--- config.mk ---
export PLATFORM = sky130hd
export DESIGN_NAME = mem_access_stage
export DESIGN_NICKNAME = d
export VERILOG_FILES = /design/src/rtl/mem_access_stage.sv
export SDC_FILE = /design/constraint.sdc
export NUM_CORES = 1
export LEC_CHECK = 0
export ABC_CLOCK_PERIOD_IN_PS = 4700
export CAP_MARGIN = 25
export CORE_MARGIN = 1
export CORE_UTILIZATION = 52
export DETAILED_ROUTE_END_ITERATION = 10
export GPL_TIMING_DRIVEN = 0
export PLACE_DENSITY = 0.88
export SETUP_SLACK_MARGIN = 0.05
export SLEW_MARGIN = 20
export SYNTH_ARGS = -nofsm -noshare
export SYNTH_HDL_FRONTEND = slang
export SYNTH_SLANG_ARGS = --single-unit
--- constraint.sdc ---
create_clock -name clock -period 4.7 [get_ports clock]
set_input_delay 0.94 -clock clock [delete_from_list [all_inputs] [get_ports clock]]
set_output_delay 0.94 -clock clock [all_outputs]
set_load 0.02 [all_outputs]
--- src/rtl/mem_access_stage.sv ---
// mem_access_stage: MIPS MEM stage with word-only data port; sub-word stores use read-modify-write, big-endian lanes.
module mem_access_stage #(
  parameter int ADDR_WIDTH = 32,
  parameter int DATA_WIDTH = 32,
  parameter int REG_AW     = 5
) (
  input  logic                  clock,
  input  logic                  reset_n,
  input  logic                  ex_valid,
  input  logic [ADDR_WIDTH-1:0] ex_alu_result,
  input  logic [DATA_WIDTH-1:0] ex_rt_data,
  input  logic [REG_AW-1:0]     ex_rd,
  input  logic                  ex_reg_write,
  input  logic                  ex_mem_read,
  input  logic                  ex_mem_write,
  input  logic [1:0]            ex_mem_size,
  input  logic                  ex_load_unsigned,
  output logic                  mem_stall,
  output logic                  dmem_req,
  output logic                  dmem_wren,
  output logic [ADDR_WIDTH-1:0] dmem_addr,
  output logic [DATA_WIDTH-1:0] dmem_wdata,
  input  logic                  dmem_busy,
  input  logic [DATA_WIDTH-1:0] dmem_rdata,
  input  logic                  dmem_rvalid,
  output logic                  wb_valid,
  output logic                  wb_reg_write,
  output logic [REG_AW-1:0]     wb_rd,
  output logic [DATA_WIDTH-1:0] wb_data,
  output logic                  misalign
);
  typedef enum logic [1:0] {IDLE, RD_REQ, RD_WAIT, WR_REQ} state_t;
  state_t state, state_nx;
  logic [ADDR_WIDTH-1:0] addr_q;
  logic [15:0] rt_q;
  logic [REG_AW-1:0] rd_q;
  logic [1:0] size_q;
  logic rw_q, st_q, uns_q;
  logic [DATA_WIDTH-1:0] wdata_q, load_val, merged, wb_d;
  logic [REG_AW-1:0] wb_rd_d;
  logic wb_rw_d, wb_fire, ex_mem, ex_mis, accept;
  logic [4:0] byte_sh, half_sh;
  logic [7:0] rbyte;
  logic [15:0] rhalf;
  assign accept    = ex_valid && state == IDLE;
  assign ex_mem    = ex_mem_read | ex_mem_write;
  assign ex_mis    = ex_mem & ((ex_mem_size[1] & |ex_alu_result[1:0]) |
                               (ex_mem_size == 2'b01 & ex_alu_result[0]));
  assign mem_stall = state != IDLE;
  assign dmem_req  = state == RD_REQ || state == WR_REQ;
  assign dmem_wren = state == WR_REQ;
  assign dmem_addr = {addr_q[ADDR_WIDTH-1:2], 2'b00};
  assign dmem_wdata = wdata_q;
  // Offset 0 is the most significant lane, hence the inverted offset bits.
  always_comb begin
    byte_sh  = {~addr_q[1:0], 3'b000};
    half_sh  = {~addr_q[1], 4'b0000};
    rbyte    = dmem_rdata[byte_sh +: 8];
    rhalf    = dmem_rdata[half_sh +: 16];
    load_val = size_q[1] ? dmem_rdata :
               size_q[0] ? {{16{~uns_q & rhalf[15]}}, rhalf} :
                           {{24{~uns_q & rbyte[7]}}, rbyte};
    merged   = dmem_rdata;
    if (size_q[0]) merged[half_sh +: 16] = rt_q;
    else           merged[byte_sh +: 8]  = rt_q[7:0];
  end
  always_comb begin
    state_nx = state;
    wb_fire  = 1'b0;
    wb_d     = wb_data;
    wb_rd_d  = wb_rd;
    wb_rw_d  = wb_reg_write;
    case (state)
      IDLE: if (ex_valid) begin
        if (ex_mis | ~ex_mem) begin
          wb_fire = 1'b1;
          wb_d    = ex_alu_result;
          wb_rd_d = ex_rd;
          wb_rw_d = ex_reg_write & ~ex_mem;
        end else begin
          state_nx = (ex_mem_read | ~ex_mem_size[1]) ? RD_REQ : WR_REQ;
        end
      end
      RD_REQ: state_nx = dmem_busy ? RD_REQ : RD_WAIT;
      RD_WAIT: if (dmem_rvalid) begin
        state_nx = st_q ? WR_REQ : IDLE;
        wb_fire  = ~st_q;
        wb_d     = st_q ? wb_data : load_val;
        wb_rd_d  = st_q ? wb_rd : rd_q;
        wb_rw_d  = st_q ? wb_reg_write : rw_q;
      end
      WR_REQ: if (!dmem_busy) begin
        state_nx = IDLE;
        wb_fire  = 1'b1;
        wb_rd_d  = rd_q;
        wb_rw_d  = 1'b0;
      end
      default: state_nx = IDLE;
    endcase
  end
  always_ff @(posedge clock or negedge reset_n) begin
    if (!reset_n) begin
      state        <= IDLE;
      addr_q       <= '0;
      rt_q         <= '0;
      rd_q         <= '0;
      size_q       <= '0;
      rw_q         <= 1'b0;
      st_q         <= 1'b0;
      uns_q        <= 1'b0;
      wdata_q      <= '0;
      wb_valid     <= 1'b0;
      wb_reg_write <= 1'b0;
      wb_rd        <= '0;
      wb_data      <= '0;
      misalign     <= 1'b0;
    end else begin
      state        <= state_nx;
      wb_valid     <= wb_fire;
      misalign     <= accept & ex_mis;
      wb_data      <= wb_d;
      wb_rd        <= wb_rd_d;
      wb_reg_write <= wb_rw_d;
      if (accept) begin
        addr_q  <= ex_alu_result;
        rt_q    <= ex_rt_data[15:0];
        rd_q    <= ex_rd;
        size_q  <= ex_mem_size;
        rw_q    <= ex_reg_write;
        st_q    <= ex_mem_write & ~ex_mem_read;
        uns_q   <= ex_load_unsigned;
        wdata_q <= ex_rt_data;
      end else if (state == RD_WAIT && dmem_rvalid && st_q) begin
        wdata_q <= merged;
      end
    end
  end
endmodule
==> run metrics <==
Initial DRC Count 869; Rel. slew slack 42.6%; Synth Register Bits 132; Mapped Avg Cell Area 8.74 um^2; Clock Path Buffers 2; I/O pin count 219; clk slew on worst S/H paths 0.06 ns; type of the worst setup path flip-flop to primary output; hold slack final 0.413 ns; vias post-DR 7999; synthesis warning total 0; Worst R2R End dmem_wdata[8]; Synth Flop Type dfrtp_1; final setup TNS 0 ns; cell count after synthesis 863; reg2reg path depth 9; run status completed; largest net degree at the start of global routing 77; most common cell after layout, fill and taps aside clkdlybuf4s50_1; max-slew violations 0; Req. time, crit path 3.76 ns; Cell Area, Synth 0.00754 mm^2; CTS H-tree depth 4; Die H 122 um; CTS tree built; CORE AREA 0.0140 mm^2; post_cts resized 0; Hold Fails Final Rpt 0; detailed placer's ending HPWL 20100 um; die footprint 0.0150 mm^2; Peak VDD IR 0.000455 V; initial antenna violation count 0; Critical Path End Type primary output; DRC viols 0; Clk Latency, worst-skew pair 0.43 ns; vias per cell 6.18; Final setup viols 0; Worst Hold Class primary input to asynchronous set/reset pin; most frequent cells in the layout clkdlybuf4s50_1 (215), nand2_1 (201), dfrtp_1 (132); number of CTS-inserted buffers 17; total gr overflow 0; Initial Util 53.7%; LEAKAGE 4.62 nW; share of the synthesized area in the top cell type 43.8%; diodes inserted 0; Wirelength per Cell 21.3 um; GRT Util Overall 37.3%; Final nets 1218; R2R Setup Slk 2.04 ns; row count 43; proportion of layout cells with a drive suffix above 1 10.9%; synth-to-layout area growth 40.3%; FILL cells 991; Post-CTS Setup Bufs 0; arrival time at the worst endpoint 2.14 ns; top area cells in the synthesized netlist dfrtp_1 (44%), nand2_1 (10%), mux2i_1 (5.3%); CP startpoint kind flip-flop; Synth area leader dfrtp_1; IO Port Bufs 216; Async S/R FF share, synth 100%; Worst Path Max Fanout 10; Worst Max-Slew Pin Slew 0.860 ns; Detail Route Antenna Nets 0; RSZ-0062 raised after global routing no; Clock Sinks 132; minimum clock period 3.08 ns; total wire length 27500 um; Fmax 325 MHz; number of enable flip-flop cells after synthesis 0; # hold bufs at CTS 0; vias in the first global route 7399; RR Startpoint addr_q[1]; first-pass iteration count of the detailed router 6; Seq/Total Area, Yosys 43.8%; skew final 0.00852 ns; Chip Width 122 um; Synth cell types 56; final period utilization 65.4%; # Max-Cap Violations 0; root buffer cell clkbuf_16; global-route wire length before repair 41400 um; critical path startpoint state[1]; routability congestion estimate from global placement 1.01; power per cell area 760 mW/mm^2
Yosys cell counts, types with 4 or more instances:
| library cell | number |
|---|---|
| a211o_1 | 4 |
| a211oi_1 | 4 |
| a21oi_1 | 47 |
| a221o_1 | 5 |
| a221oi_1 | 18 |
| a31oi_1 | 29 |
| a32o_1 | 8 |
| buf_1 | 6 |
| buf_2 | 21 |
| buf_4 | 34 |
| clkbuf_1 | 36 |
| dfrtp_1 | 132 |
| ha_1 | 5 |
| inv_1 | 24 |
| mux2_2 | 17 |
| mux2i_1 | 40 |
| nand2_1 | 201 |
| nand2b_1 | 6 |
| nor2_1 | 29 |
| nor2b_1 | 10 |
| nor3_1 | 33 |
| o2111ai_1 | 7 |
| o211a_1 | 6 |
| o211ai_1 | 8 |
| o21ai_0 | 65 |
| o22ai_1 | 8 |
| o2bb2ai_1 | 8 |
| o32ai_1 | 8 |
layer usage:
| layer | wire (um) | vias up | global-route usage (%) | part of all wire (%) |
|---|---|---|---|---|
| met2 | 12500 | 537 | 57.8 | 45 |
| met4 | 1010 | 0 | 14.9 | 3.7 |
| met1 | 10900 | 3868 | 49.4 | 40 |
| met3 | 3090 | 96 | 10.1 | 11 |
| li1 | - | 3498 | - | - |
| met5 | 0 | - | 0 | 0 |
critical path: stages (launching register included):
cell and delay, ns:
dfrtp_1 0.44, clkbuf_1 0.45, and2_1 0.22, clkdlybuf4s50_1 0.60
worst max path at each step:
stage                     end
2_1_floorplan  dmem_wdata[12]
3_3_place_gp       addr_q[14]
3_5_place_dp          rt_q[0]
4_1_cts             dmem_wren
5_1_grt             dmem_wren
6_report            dmem_wren
report_power, final:
group          switching (mW)  internal (mW)
Sequential              0.385           1.69
Combinational            2.61           1.97
Clock                   0.538          0.851
flip-flops by register name, indices dropped and copies added, names as in the netlist:
name / count
rt_q: 16
wb_valid: 1
addr_q: 32
wb_rd: 5
wb_reg_write: 1
size_q: 2
dmem_wdata: 32
uns_q: 1
misalign: 1
rw_q: 1
rd_q: 5
wb_data: 32
state: 2
st_q: 1
cell type report:
| type | instances | area (um^2) | share of cell area [%] |
|---|---|---|---|
| Buffer | 100 | 552 | 5.21 |
| Timing Repair Buffer | 218 | 2200 | 20.8 |
| Clock buffer | 18 | 439 | 4.15 |
| Inverter | 26 | 97.6 | 0.922 |
| Multi-Input combinational cell | 606 | 3590 | 34.0 |
| Tap cell | 180 | 225 | 2.13 |
| Clock inverter | 14 | 175 | 1.65 |
| Sequential cell | 132 | 3300 | 31.2 |
through the flow:
stage               util [%]  setup slack, ns  std cells  power [mW]  instance area [um^2]
finish                  75.4             1.62       1294        8.04                 10600
global placement        70.7            -2.48       1260        6.43                  9930
floorplan                  -             2.55        864        4.76                  7550
CTS                     75.4             1.61       1293        7.95                 10600
detailed placement      71.0             1.65       1261        6.53                  9970
global route            75.4             1.53       1294        8.45                 10600
cell families (layout without fill, tap and decap cells):
family	Yosys count	count (layout)	share of synthesized area, %
buf+inv	126	376	8.61
fa+ha+maj	5	5	0.829
mux	61	61	8.69
flops	132	132	43.8
compound gates	237	237	20.8
other cells	1	2	0.0497
simple gates	301	301	17.2
(Power assumes the default switching activity.)
